$ cat config.mk
export PLATFORM = sky130hd
export DESIGN_NAME = fpu_normalizer
export DESIGN_NICKNAME = d
export VERILOG_FILES = /design/src/rtl/fpu_pkg.sv /design/src/rtl/fpu_normalizer.sv
export SDC_FILE = /design/constraint.sdc
export NUM_CORES = 1
export LEC_CHECK = 0
export CAP_MARGIN = 5
export CORE_MARGIN = 5
export CORE_UTILIZATION = 45
export CTS_BUF_LIST = sky130_fd_sc_hd__clkbuf_2 sky130_fd_sc_hd__clkbuf_4 sky130_fd_sc_hd__clkbuf_8
export CTS_CLUSTER_DIAMETER = 50
export DETAILED_ROUTE_END_ITERATION = 10
export PLACE_DENSITY_LB_ADDON = 0.1
export SLEW_MARGIN = 20
export SYNTH_ARGS = -nofsm -noshare
export SYNTH_HDL_FRONTEND = slang
export SYNTH_SLANG_ARGS = --single-unit
$ cat constraint.sdc
create_clock -name clk -period 3.4 [get_ports clk]
set_input_delay 0.34 -clock clk [delete_from_list [all_inputs] [get_ports clk]]
set_output_delay 0.34 -clock clk [all_outputs]
set_load 0.05 [all_outputs]
$ cat src/rtl/fpu_pkg.sv
// Shared single-precision constants, result field layout and normaliser state encoding.
// Imported by the normaliser and by the add/sub/mul stage that feeds it.
package fpu_pkg;

    localparam int EXP_W = 8;
    localparam int MAN_W = 23;
    localparam int BIAS  = 127;
    localparam logic [EXP_W-1:0] EXP_INF = 8'hFF;

    // Packed result layout {sign, exp, fraction}
    localparam int RES_W        = 1 + EXP_W + MAN_W;
    localparam int RES_SIGN_BIT = RES_W - 1;
    localparam int RES_EXP_LSB  = MAN_W;
    localparam int RES_FRAC_LSB = 0;

    typedef enum logic [1:0] {
        IDLE  = 2'd0,
        SHIFT = 2'd1,
        DONE  = 2'd2
    } norm_state_e;

endpackage

$ cat src/rtl/fpu_normalizer.sv
// Iterative result normaliser: one left shift per clock until the hidden bit is set, k+1 cycles latency.
// Single-entry: in_ready only in IDLE; result and flags held in DONE until out_ready.
module fpu_normalizer
    import fpu_pkg::*;
#(
    parameter int EXP_W = fpu_pkg::EXP_W,
    parameter int MAN_W = fpu_pkg::MAN_W
) (
    input  logic                     clk,
    input  logic                     rst,
    input  logic                     in_valid,
    output logic                     in_ready,
    input  logic                     in_sign,
    input  logic [EXP_W-1:0]         in_exp,
    input  logic [MAN_W+1:0]         in_mant,
    output logic                     out_valid,
    input  logic                     out_ready,
    output logic [EXP_W+MAN_W:0]     out_result,
    output logic                     out_zero,
    output logic                     out_ovf,
    output logic                     out_uflow,
    output logic                     busy
);

    localparam int M_W = MAN_W + 2;
    localparam int HID = MAN_W;
    localparam int CRY = MAN_W + 1;
    localparam logic [EXP_W:0] EXP_ONE = {{EXP_W{1'b0}}, 1'b1};
    localparam logic [EXP_W:0] EXP_MAX = {1'b0, {EXP_W{1'b1}}};

    norm_state_e    state_q, state_d;
    logic [EXP_W:0] exp_q, exp_d;
    logic [M_W-1:0] mant_q, mant_d;
    logic           sign_q, sign_d;
    logic           zero_q, zero_d;
    logic           ovf_q, ovf_d;
    logic           uflow_q, uflow_d;

    logic [EXP_W:0] exp_in, exp_inc, exp_dec;
    logic [M_W-1:0] mant_shl;

    // Extra exponent bit keeps the carry increment from wrapping before the overflow test
    assign exp_in   = {1'b0, in_exp};
    assign exp_inc  = exp_in + EXP_ONE;
    assign exp_dec  = exp_q - EXP_ONE;
    assign mant_shl = mant_q << 1;

    always_comb begin
        state_d = state_q;
        exp_d   = exp_q;
        mant_d  = mant_q;
        sign_d  = sign_q;
        zero_d  = zero_q;
        ovf_d   = ovf_q;
        uflow_d = uflow_q;

        case (state_q)
            IDLE: begin
                if (in_valid) begin
                    sign_d  = in_sign;
                    zero_d  = 1'b0;
                    ovf_d   = 1'b0;
                    uflow_d = 1'b0;
                    if (in_mant == '0) begin
                        sign_d  = 1'b0;
                        exp_d   = '0;
                        mant_d  = '0;
                        zero_d  = 1'b1;
                        state_d = DONE;
                    end else if (in_mant[CRY]) begin
                        if (exp_inc >= EXP_MAX) begin
                            exp_d  = EXP_MAX;
                            mant_d = '0;
                            ovf_d  = 1'b1;
                        end else begin
                            exp_d  = exp_inc;
                            mant_d = in_mant >> 1;
                        end
                        state_d = DONE;
                    end else if (in_mant[HID]) begin
                        if (exp_in == EXP_MAX) begin
                            exp_d  = EXP_MAX;
                            mant_d = '0;
                            ovf_d  = 1'b1;
                        end else begin
                            exp_d  = exp_in;
                            mant_d = in_mant;
                        end
                        state_d = DONE;
                    end else begin
                        exp_d   = exp_in;
                        mant_d  = in_mant;
                        state_d = SHIFT;
                    end
                end
            end
            SHIFT: begin
                // No denormals: running out of exponent flushes to signed zero
                if (exp_q <= EXP_ONE) begin
                    exp_d   = '0;
                    mant_d  = '0;
                    uflow_d = 1'b1;
                    state_d = DONE;
                end else begin
                    exp_d  = exp_dec;
                    mant_d = mant_shl;
                    if (mant_shl[HID]) begin
                        state_d = DONE;
                    end
                end
            end
            DONE: begin
                if (out_ready) begin
                    zero_d  = 1'b0;
                    ovf_d   = 1'b0;
                    uflow_d = 1'b0;
                    state_d = IDLE;
                end
            end
            default: state_d = IDLE;
        endcase
    end

    always_ff @(posedge clk or posedge rst) begin
        if (rst) begin
            state_q <= IDLE;
            exp_q   <= '0;
            mant_q  <= '0;
            sign_q  <= 1'b0;
            zero_q  <= 1'b0;
            ovf_q   <= 1'b0;
            uflow_q <= 1'b0;
        end else begin
            state_q <= state_d;
            exp_q   <= exp_d;
            mant_q  <= mant_d;
            sign_q  <= sign_d;
            zero_q  <= zero_d;
            ovf_q   <= ovf_d;
            uflow_q <= uflow_d;
        end
    end

    assign in_ready   = (state_q == IDLE);
    assign out_valid  = (state_q == DONE);
    assign busy       = (state_q != IDLE);
    assign out_result = {sign_q, exp_q[EXP_W-1:0], mant_q[MAN_W-1:0]};
    assign out_zero   = zero_q;
    assign out_ovf    = ovf_q;
    assign out_uflow  = uflow_q;

endmodule
-- After elaboration in Yosys (flattened, before gate mapping)
Cells that the tools add are included.
- output and inout bits: 38
- flip-flop bits (word level): 38
- equality and inequality tests: 7
- $add $sub $neg: 2
- multiplexer cells: 39
- $lt $le $gt $ge: 2
- reduce and logical (&&, ||, !) cells: 11
- operators by type and width (kind ; number):
    23-bit 2-to-1 mux ; 7
    9-bit 2-to-1 mux ; 6
    23-bit one-hot mux with 2 select lines ; 1
    25-bit logical NOT ; 1
    9-bit one-hot mux with 2 select lines ; 1
    2-bit 2-to-1 mux ; 7
    1-bit 2-to-1 mux ; 12
    8-bit by 1-bit adder with 9-bit output, second input constant ; 1
    9-bit by 8-bit >= comparator with 1-bit output, second input constant ; 1
    9-bit by 1-bit <= comparator with 1-bit output, second input constant ; 1
    9-bit by 1-bit subtractor with 9-bit output, second input constant ; 1
    8-bit == test, second input constant ; 1
    8-bit 2-to-1 mux ; 1
    2-bit one-hot mux with 3 select lines ; 1
    3-bit AND reduction ; 2
    2-bit nonzero test ; 3
    2-bit inequality test, second input constant ; 2
    1-bit one-hot mux with 2 select lines ; 2
    2-bit AND reduction ; 2
    4-bit AND reduction ; 1
    3-bit inequality test, second input constant ; 1
    1-bit one-hot mux with 3 select lines ; 1
    3-bit nonzero test ; 1
    2-bit by 1-bit == test with 1-bit output, second input constant ; 1
    other kinds (3) ; 3

-- Longest topological paths before layout
- word-level depth: 7
- gate-level depth with buffers: 8
- depth with buffers taken out: 7

-- Worst setup path after synthesis
Ideal clock, no wire load.
- kind: flip-flop to flip-flop
- start: register state_q[1]
- end: register exp_q[7]
- stages on the path, launching flop included: 8
- required time: 3305 ps
- arrival time: 2270 ps
- period minus slack after synthesis: 2365 ps
- library setup time: 95 ps
- path buffers: 2
- setup slack: 1035 ps
- cell sequence: dfrtp_1 > clkbuf_1 > nor2_1 > nand2_1 > a21oi_1 > clkbuf_1 > a22oi_1 > o31ai_1
- longest elaborated chain between the ends: 3
- RTL lines (what ; RTL line ; RTL):
    start, declared ; fpu_normalizer.sv:31 ; norm_state_e state_q, state_d;
    start signal, assigned ; fpu_normalizer.sv:134 ; state_q <= state_d;
    2-bit logical NOT * ; - ;
    named net in_ready ; fpu_normalizer.sv:12 ; output logic in_ready,
    2-bit inequality test (no line) or 2-bit nonzero test (tied branches) ; - ;
    2-bit AND reduction (no line) ; - ;
    end signal, assigned ; fpu_normalizer.sv:135 ; exp_q <= exp_d;
    end, declared ; fpu_normalizer.sv:32 ; logic [EXP_W:0] exp_q, exp_d;
Mark *: on every way through the listed nets, which the timed path passes. The rest lies on a longest branch.
A chain may end at the register's enable or synchronous reset.

-- Worst setup path after layout
- start: input port in_exp[0]
- end: register mant_q[9]
- longest elaborated chain between the ends: 7
- RTL lines (what ; RTL line ; RTL):
    start, declared ; fpu_normalizer.sv:14 ; input logic [EXP_W-1:0] in_exp,
    8-bit by 1-bit adder with 9-bit output or 8-bit == test (tied branches) ; fpu_normalizer.sv:44, fpu_normalizer.sv:81 ;
    9-bit by 8-bit >= comparator with 1-bit output or 23-bit 2-to-1 mux (tied branches) ; fpu_normalizer.sv:71, fpu_normalizer.sv:81 ;
    23-bit 2-to-1 mux (on tied branches) ; fpu_normalizer.sv:71, fpu_normalizer.sv:80 ;
    23-bit 2-to-1 mux * ; fpu_normalizer.sv:70 ; end else if (in_mant[CRY]) begin
    23-bit 2-to-1 mux * ; fpu_normalizer.sv:64 ; if (in_mant == '0) begin
    23-bit 2-to-1 mux * ; fpu_normalizer.sv:59 ; if (in_valid) begin
    23-bit one-hot mux with 2 select lines * ; fpu_normalizer.sv:57 ; case (state_q)
    end signal, assigned ; fpu_normalizer.sv:136 ; mant_q <= mant_d;
    end, declared ; fpu_normalizer.sv:33 ; logic [M_W-1:0] mant_q, mant_d;
Every way passes the cells marked *; elsewhere a longest branch is shown, timed or not. The select of a mux whose other input is x is not followed.

==> metrics.md <==
| Metric | Value |
|---|---|
| Vias in the first global route | `2307` |
| Crit path max fanout | `23` |
| I/O Buffers | `75` |
| RSZ-0062 raised after global routing | `no` |
| Congestion Overflow GR | `0` |
| Worst slew margin | `0.546` |
| WL per Instance | `17.8 um` |
| Worst path cell trace | `clkdlybuf4s50_1 -> ha_1 -> nand3_1 -> o311ai_1 -> a21oi_1 -> buf_4 -> a222oi_1 -> o21ai_1` |
| Share of layout cells above drive strength 1 | `0.0655` |
| Arrival time at the worst endpoint | `2.63 ns` |
| Die width | `83.2 um` |
| Initial antenna violation count | `0` |
| Syn_area_per_cell | `8.84 um^2` |
| Status | `complete, no violations` |
| Worst Max-Slew Pin Slew | `0.674 ns` |
| Worst path max stage delay | `0.60 ns` |
| Worst vdd ir | `0.683 mV` |
| GR Util All Layers | `0.203` |
| Placer congestion estimate | `0.916` |
| Seq cells post-synth | `38` |
| Worst Reg-to-Reg Cells | `4` |
| Number of enable flip-flop cells after synthesis | `0` |
| Post-layout util | `0.626` |
| Area grow syn2layout | `34.1%` |
| LEAKAGE | `1.27 nW` |
| Antenna-violating nets left | `0` |
| Largest net degree at the start of global routing | `39` |
| Setup Crit Path Kind | `primary input to register` |
| Clk pin slew, worst setup/hold paths | `0.08 ns` |
| DR pass1 iterations | `8` |
| Clock Root Buffer | `clkbuf_8` |
| Top post-synthesis cells by area | `dfrtp_1 (39%), a222oi_1 (9.1%), nand2_1 (6.5%)` |
| Max Clk Rate | `405 MHz` |
| Tmin final | `2.47 ns` |
| # DRC | `0` |
| Post-Syn Nets | `315` |
| PwrDens | `1000 nW/um^2` |
| Syn Inst Count | `273` |
| Fin. Hold Viols | `0` |
| Startpoint types | `primary input` |
| Final setup TNS | `0 ns` |
| Post-cts hold buffer count | `0` |
| Final Slew Violations | `0` |
| Worst skew pair latency | `0.29 ns` |
| Via-to-Cell Ratio | `6.12` |
| Core ar. | `5170 um^2` |
| CTS sink count | `38` |
| FP Rows | `26` |
| Hpwl dp | `5150 um` |
| Max Clock Skew | `0.00772 ns` |
| Final setup viols | `0` |
| Post-CTS Setup Bufs | `0` |
| Post-Synthesis Cell Area | `2410 um^2` |
| Maximum root-to-sink buffer count | `2` |
| Hold/Removal Path Class | `primary input to asynchronous set/reset pin` |
| CTS tree | `done` |
| I/O pin count | `76` |
| Main synth FF type | `dfrtp_1` |
| Ys async rst share | `1.00` |
| Die H | `83.2 um` |
| Crit. End Element | `register` |
| Max-cap violations | `0` |
| PostCTS Resize Cnt | `0` |
| DR iter-0 viols | `222` |
| First-pass GRT wire length | `11700 um` |
| Distinct cells, synth | `54` |
| Routed via count | `2484` |
| Total Routed Length | `7230 um` |
| Sequential area share after synthesis | `0.394` |
| Critical Path RT | `3.56 ns` |
| Share of the synthesized area in the top cell type | `0.394` |
| ANT cells | `0` |
| Synth area leader | `dfrtp_1` |
| Htree depth | `2` |
| Slowest cell on the critical path | `clkdlybuf4s50_1` |
| Die ar. | `6930 um^2` |
| Nets | `377` |
| Starting Density | `0.467` |
| Yosys warns | `0` |
| Total CTS buffers | `5` |
| Crit share post-route | `0.725` |
-- routing by layer --
metal | wire, um | vias up | GRT usage
li1 | - | 1179 | -
met1 | 3030 | 1187 | 0.263
met2 | 3610 | 111 | 0.341
met3 | 537 | 7 | 0.0535
met4 | 54 | 0 | 0.0371
met5 | 0 | - | 0
-- critical path, delay by kind of cell --
kind,cells,cell delay [ns]
compound gates,4,0.88
fa+ha+maj,1,0.36
buf+inv,2,0.82
simple gates,1,0.23
-- synthesized netlist by cell type, types with 4 or more instances --
master	count
dfrtp_1	38
o21ai_0	14
nand3_1	8
a21oi_1	6
nand2_1	42
buf_2	4
nor3_1	5
nor4_1	7
clkbuf_1	8
inv_1	8
nor2_1	12
o31ai_1	5
ha_1	4
o21ai_1	21
a222oi_1	22
buf_4	9
-- path summary, 6_finish.rpt --
| kind | startpoint | to | slack, ns |
|---|---|---|---|
| hold / removal | rst | exp_q[2] | 0.47 |
| setup / recovery | in_exp[0] | mant_q[9] | 0.93 |
| hold reg to reg | exp_q[8] | exp_q[8] | 0.48 |
| max in group asynchronous | rst | sign_q | 2.58 |
| setup reg to reg | exp_q[4] | exp_q[5] | 1.03 |
| min in group clk | exp_q[8] | exp_q[8] | 0.48 |
-- flip-flops by register name, indices dropped and copies added, names as in the netlist --
| name | cells |
|---|---|
| out_uflow | 1 |
| mant_q | 23 |
| out_ovf | 1 |
| state_q | 2 |
| exp_q | 9 |
| sign_q | 1 |
| out_zero | 1 |
-- final cells by class --
| cell class | count | area [um^2] |
|---|---|---|
| fillers | 463 | 1940 |
| multi-input cells | 202 | 1280 |
| flip-flops and latches | 38 | 951 |
| repair buffers | 80 | 788 |
| clock buffers | 7 | 90.1 |
| well taps | 70 | 87.6 |
| inverters | 8 | 30.0 |
| clock inverters | 1 | 5.00 |
-- layout by cell type, fill, tap and decap left out, types with 2 or more instances in the layout --
master           netlist  layout
a21boi_0               2       2
a21o_1                 3       3
a21oi_1                6       6
a221oi_1               2       2
a222oi_1              22      22
a22oi_1                2       2
a31oi_1                3       3
and3_1                 2       2
buf_4                  9       5
clkbuf_8               0       6
clkdlybuf4s50_1        0      75
dfrtp_1               38      38
ha_1                   4       4
inv_1                  8       8
nand2_1               42      42
nand2b_1               3       3
nand3_1                8       8
nand4_1                2       2
nor2_1                12      12
nor2b_1                3       3
nor3_1                 5       5
nor4_1                 7       7
o211ai_1               2       2
o21ai_0               14      14
o21ai_1               21      21
o221ai_1               3       3
o22ai_1                2       2
o31a_1                 3       2
o31ai_1                5       5
or2_2                  2       2
-- report_power, final --
part / total, W / internal, W / leakage [nW] / switching, W
logic: 0.00202 / 0.000712 / 0.741 / 0.00131
registers: 0.000883 / 0.000659 / 0.475 / 0.000224
clock network: 0.000335 / 0.000172 / 0.0517 / 0.000163
total: 0.00324 / 0.00154 / 1.27 / 0.00169
-- metrics by stage --
step | hold slack, ns | cells | total power, W | cell area, um^2 | setup WS [ns]
after floorplan | 0.442 | 273 | 0.00231 | 2410 | 1.03
after global placement | 0.459 | 398 | 0.00289 | 3140 | 0.716
after detailed placement | 0.476 | 398 | 0.00290 | 3140 | 0.674
after CTS | 0.481 | 406 | 0.00325 | 3230 | 0.854
after global routing | 0.511 | 406 | 0.00342 | 3240 | 0.711
final | 0.467 | 406 | 0.00324 | 3240 | 0.934
-- cells by family (layout without fill, tap and decap cells) --
kind of cell,Yosys count,count (layout),share of synthesized area
flip-flops,38,38,0.394
adder cells (fa/ha/maj),4,4,0.0207
AND/OR/NAND/NOR,94,94,0.189
AO/OA/AOI/OAI,102,102,0.313
multiplexers,2,2,0.00881
buffers and inverters,33,96,0.0746
No activity file was read; power rests on OpenSTA's default activity.
==> RTL change 1: new RTL, config.mk and constraints unchanged <==
Put one more register stage on the output `out_ovf`. The value now appears one clock later. The other outputs are not delayed to match.
--- a/src/rtl/fpu_normalizer.sv
+++ b/src/rtl/fpu_normalizer.sv
@@ -146,7 +146,9 @@
     assign busy       = (state_q != IDLE);
     assign out_result = {sign_q, exp_q[EXP_W-1:0], mant_q[MAN_W-1:0]};
     assign out_zero   = zero_q;
-    assign out_ovf    = ovf_q;
+    always_ff @(posedge clk) begin
+        out_ovf <= ovf_q;
+    end
     assign out_uflow  = uflow_q;
 
 endmodule
Check against the original RTL: not equivalent (a bounded check fails within 4 cycles, from zero or initial values and one cycle with rst high).
==> RTL change 1 against the original RTL <==
  * First-iteration DRC count up 27%
  * Sequential cell count up 1
  * Synthesized area up 5.7%
  * Wire length up 2.0%
  * Design area up 5.3%
  * Critical path depth unchanged
  * Worst setup slack better by 0.15 ns
  * Total power up 5.7%
  * Sequential share of layout area down 0.89 points
  * Worst hold slack worse by 0.035 ns
  * Largest power group unchanged
==> RTL change 1: results (changes against the original RTL) <==
[drt]
drtPass1Iterations = 5  ; -3
vias = 2544  ; +2.4%
detail_route.wl_per_cell_um = 17.40  ; -2.3%

[synth]
ys_seq_area_share_pct = 38.08  ; -1.3 points
async_flop_share_pct = 97.44  ; -2.6 points
ys_types = 55  ; +1.9%
synthTopCellsByArea = dfrtp_1 37%, o211ai_1 7.7%, a22oi_1 5.9%
ys_top_cells_by_count = 38 x dfrtp_1, 38 x nand2_1, 26 x o211ai_1, 24 x nand3_1, 20 x a22oi_1

[grt]
grtUsageTotal_pct = 19.89  ; -0.38 points
grt_pass1_wl_um = 11880  ; +1.3%
first_global_vias = 2370  ; +2.7%

[pwr]
irDropWorstVdd_uv = 500.2  ; -27%
leakage_nw = 1.305  ; +2.9%

[cts]
clock_latency_ns = 0.30
htreeDepth = 2  ; unchanged

[timing]
clock_skew_ns = 0.007930  ; +0.0002125 ns
relSlewSlack_pct = 56.40  ; +1.8 points

[place]
gp_congestion = 0.8022  ; -12%
dp_hpwl_um = 5133  ; -0.31%

[run_status]
status = finished, final reports clean

[worst_setup_path]
arrival_ns = 2.48  ; -0.15 ns
r2r_start = exp_q[2]
crit_path_start = in_exp[0]
cp_max_fo = 25  ; +8.7%

[cells_and_area]
drive_above_1_share_pct = 6.818  ; +0.27 points

-- RTL change 1: final timing paths --
| check | end | slack (ns) | cells past startpoint |
|---|---|---|---|
| worst max-delay path | mant_q[1] | 1.08 | 8 |
| worst min-delay path | out_ovf | 0.43 | 0 |
| worst max register to register | exp_q[6] | 1.15 | 5 |
| worst min register to register | out_ovf | 0.43 | 0 |
| max in group asynchronous | exp_q[3] | 2.60 | 3 |
| min in group asynchronous | mant_q[16] | 0.45 | 3 |
-- RTL change 1: cell families after synthesis --
| logic type | share of synthesized area, % |
|---|---|
| multiplexers | 0.7851 |
| flip-flops | 38.08 |
| buffers and inverters | 7.654 |
| AND/OR/NAND/NOR | 21.88 |
| AO/OA/AOI/OAI | 29.64 |
| adder cells (fa/ha/maj) | 1.963 |
-- RTL change 1: through the flow --
| stage | power [W] | cells | worst slack, ns | instance area [um^2] | util, % |
|---|---|---|---|---|---|
| 6_report | 0.003421 | 424 | 1.085 | 3407 | 61.87 |
| 5_1_grt | 0.003602 | 424 | 0.9306 | 3407 | 61.87 |
| 3_3_place_gp | 0.002929 | 416 | 0.8670 | 3269 | 59.37 |
| 3_5_place_dp | 0.002945 | 416 | 0.7799 | 3269 | 59.37 |
| 2_1_floorplan | 0.002352 | 296 | 1.223 | 2550 | - |
| 4_1_cts | 0.003424 | 424 | 0.9008 | 3406 | 61.85 |
-- RTL change 1: per-layer routing --
metal	global-route usage, %	share of wire [%]	up-vias
li1	-	-	1233
met1	28.91	47	1222
met2	30.08	46	85
met3	4.078	6.6	4
met4	4.892	0.61	0
met5	0	0	-
-- RTL change 1: report_power, final --
part	leakage, nW	switching, W	internal, W	total (W)
registers	0.484	0.000218	0.000670	0.000888
logic	0.752	0.00134	0.000716	0.00206
clock network	0.0688	0.000171	0.000302	0.000473
total	1.30	0.00173	0.00169	0.00342
-- RTL change 1: worst max-delay path: stages --
cell	delay, ns
clkdlybuf4s50_1	0.55
ha_1	0.34
nand4_1	0.18
nor4b_1	0.32
a311oi_1	0.12
o21ai_2	0.16
buf_4	0.29
o221ai_1	0.17
-- RTL change 1: area by class of cell --
cell class / count / area [um^2]
well taps: 72 / 90.09
clock buffers: 6 / 76.32
flip-flops and latches: 39 / 970.9
inverters: 7 / 26.28
clock inverters: 2 / 60.06
multi-input cells: 218 / 1395
repair buffers: 80 / 788.3
fillers: 494 / 2100
==> RTL change 2: new RTL, same settings <==
Without the edit above. Set the package constant `MAN_W` to 46 (it was 23).
--- a/src/rtl/fpu_pkg.sv
+++ b/src/rtl/fpu_pkg.sv
@@ -3,7 +3,7 @@
 package fpu_pkg;
 
     localparam int EXP_W = 8;
-    localparam int MAN_W = 23;
+    localparam int MAN_W = 46;
     localparam int BIAS  = 127;
     localparam logic [EXP_W-1:0] EXP_INF = 8'hFF;
 
Interface: changed (resized in_mant and out_result); port bits go from 76 to 122. The function was not compared with the original's and may differ.
==> RTL change 2 against the original RTL <==
  * Fmax fell by 7.1%
  * Design area increased by 95%
  * Largest cell class unchanged
  * Wire length rose by 130%
  * Non-clock buffer count increased by 57
  * Synthesized area grew 100%
  * Sequential cell count rose by 23
  * Final cell count up 91%
  * Register-to-register slack improved by 0.13 ns
  * Worst setup slack lost 0.19 ns
Power is left out: it rests on default switching activity, and per cell area and clock period it moved more than threefold.
==> RTL change 2: results (changes against the original RTL) <==
[place]
portBuffers = 121  ; +61%
gp_congestion = 0.8562  ; -6.5%
dp_hpwl_um = 10710  ; +110%

[cts]
clk_pin_slew_worst_paths_ns = 0.08  ; about the same
htreeDepth = 3  ; +1

[synth]
ys_top_cells_by_count = 61 x dfrtp_1, 58 x clkbuf_1, 48 x a31oi_1, 47 x o211ai_1
synth-compound-area-share_pct = 48.27  ; +17 points
syn-num-nets = 637  ; +100%
synthMuxAreaShare_pct = 0.6149  ; -0.27 points
synthTopCellsByArea = dfrtp_1 31%, o311ai_0 8.3%, o41ai_1 8.1%
synth_xor_area_share_pct = 0.1793  ; +0.18 points
synth_fa_ha_area_share_pct = 1.025  ; -1.0 points

[timing]
relSlewSlack_pct = 29.15  ; -25 points
clock_skew_ns = 0.01223  ; +0.004509 ns

[worst_setup_path]
cp_max_fo = 27  ; +17%

[drt]
drtPass1Iterations = 7  ; -1
vias_per_cell = 7.014  ; +15%
drt-initial-drc-count = 435  ; +96%

[cells_and_area]
drive_above_1_share_pct = 7.075  ; +0.53 points
num-nets-final = 696  ; +85%
largestRegisters = mant_q (46), exp_q (9), state_q (2)

[grt]
grt_max_degree = 98  ; +150%
grt_pass1_wl_um = 26500  ; +130%
first_global_vias = 5054  ; +120%

[run_status]
status = finished, final reports clean

RTL change 2: cell types whose count changed after synthesis, sizes merged, moves of 11 or more:
| cell | change |
|---|---|
| o211ai | +45 |
| o21ai | +26 |
| nand2 | -28 |
| o41ai | +45 |
| a222oi | -22 |
| buf | +15 |
| nor4 | +11 |
| clkbuf | +49 |
| a31oi | +44 |
| o311ai | +45 |
| dfrtp | +23 |
| a22oi | +44 |
RTL change 2: worst paths after layout:
path	cells past startpoint	to	startpoint	slack (ns)
setup / recovery	8	mant_q[20]	in_exp[0]	0.75
hold / removal	2	mant_q[10]	rst	0.37
setup reg to reg	6	exp_q[4]	exp_q[4]	1.16
hold reg to reg	1	out_zero	out_zero	0.50
max in group asynchronous	3	exp_q[0]	rst	2.41
min in group clk	1	out_zero	out_zero	0.50
RTL change 2: logic make-up (layout without fill, tap and decap cells):
family	Yosys count	count (layout)
compound gates	326	326
buf+inv	100	164
simple gates	77	77
flops	61	61
fa+ha+maj	4	4
mux	3	3
xor+xnor	1	1
RTL change 2: worst max-delay path, cell delays in order:
cell             delay [ns]
clkdlybuf4s50_1        0.67
ha_1                   0.36
a21oi_1                0.07
o211a_1                0.52
buf_12                 0.31
o41ai_1                0.42
a31oi_1                0.08
o21ai_1                0.15
RTL change 2: through the flow:
| step | std cells | area (um^2) | util [%] | setup slack (ns) |
|---|---|---|---|---|
| after global routing | 776 | 6304 | 58.66 | 0.6253 |
| after floorplan | 572 | 4883 | - | 1.167 |
| after CTS | 776 | 6304 | 58.66 | 0.8035 |
| final | 776 | 6304 | 58.66 | 0.7462 |
| after global placement | 760 | 6070 | 56.49 | 0.5382 |
| after detailed placement | 760 | 6070 | 56.49 | 0.4813 |
RTL change 2: final cells by class:
cell class | count | area, um^2
Clock buffer | 11 | 151.4
Clock inverter | 5 | 82.58
Fill cell | 980 | 4442
Inverter | 11 | 41.29
Multi-Input combinational cell | 411 | 2938
Sequential cell | 61 | 1526
Tap cell | 140 | 175.2
Timing Repair Buffer | 137 | 1389
RTL change 2: metal layers:
layer	up-vias	GRT usage (%)	share of wire, %
li1	2530	-	-
met3	15	5.550	8.2
met5	-	0	0
met4	0	5.067	0.97
met2	260	38.37	46
met1	2638	35.33	45
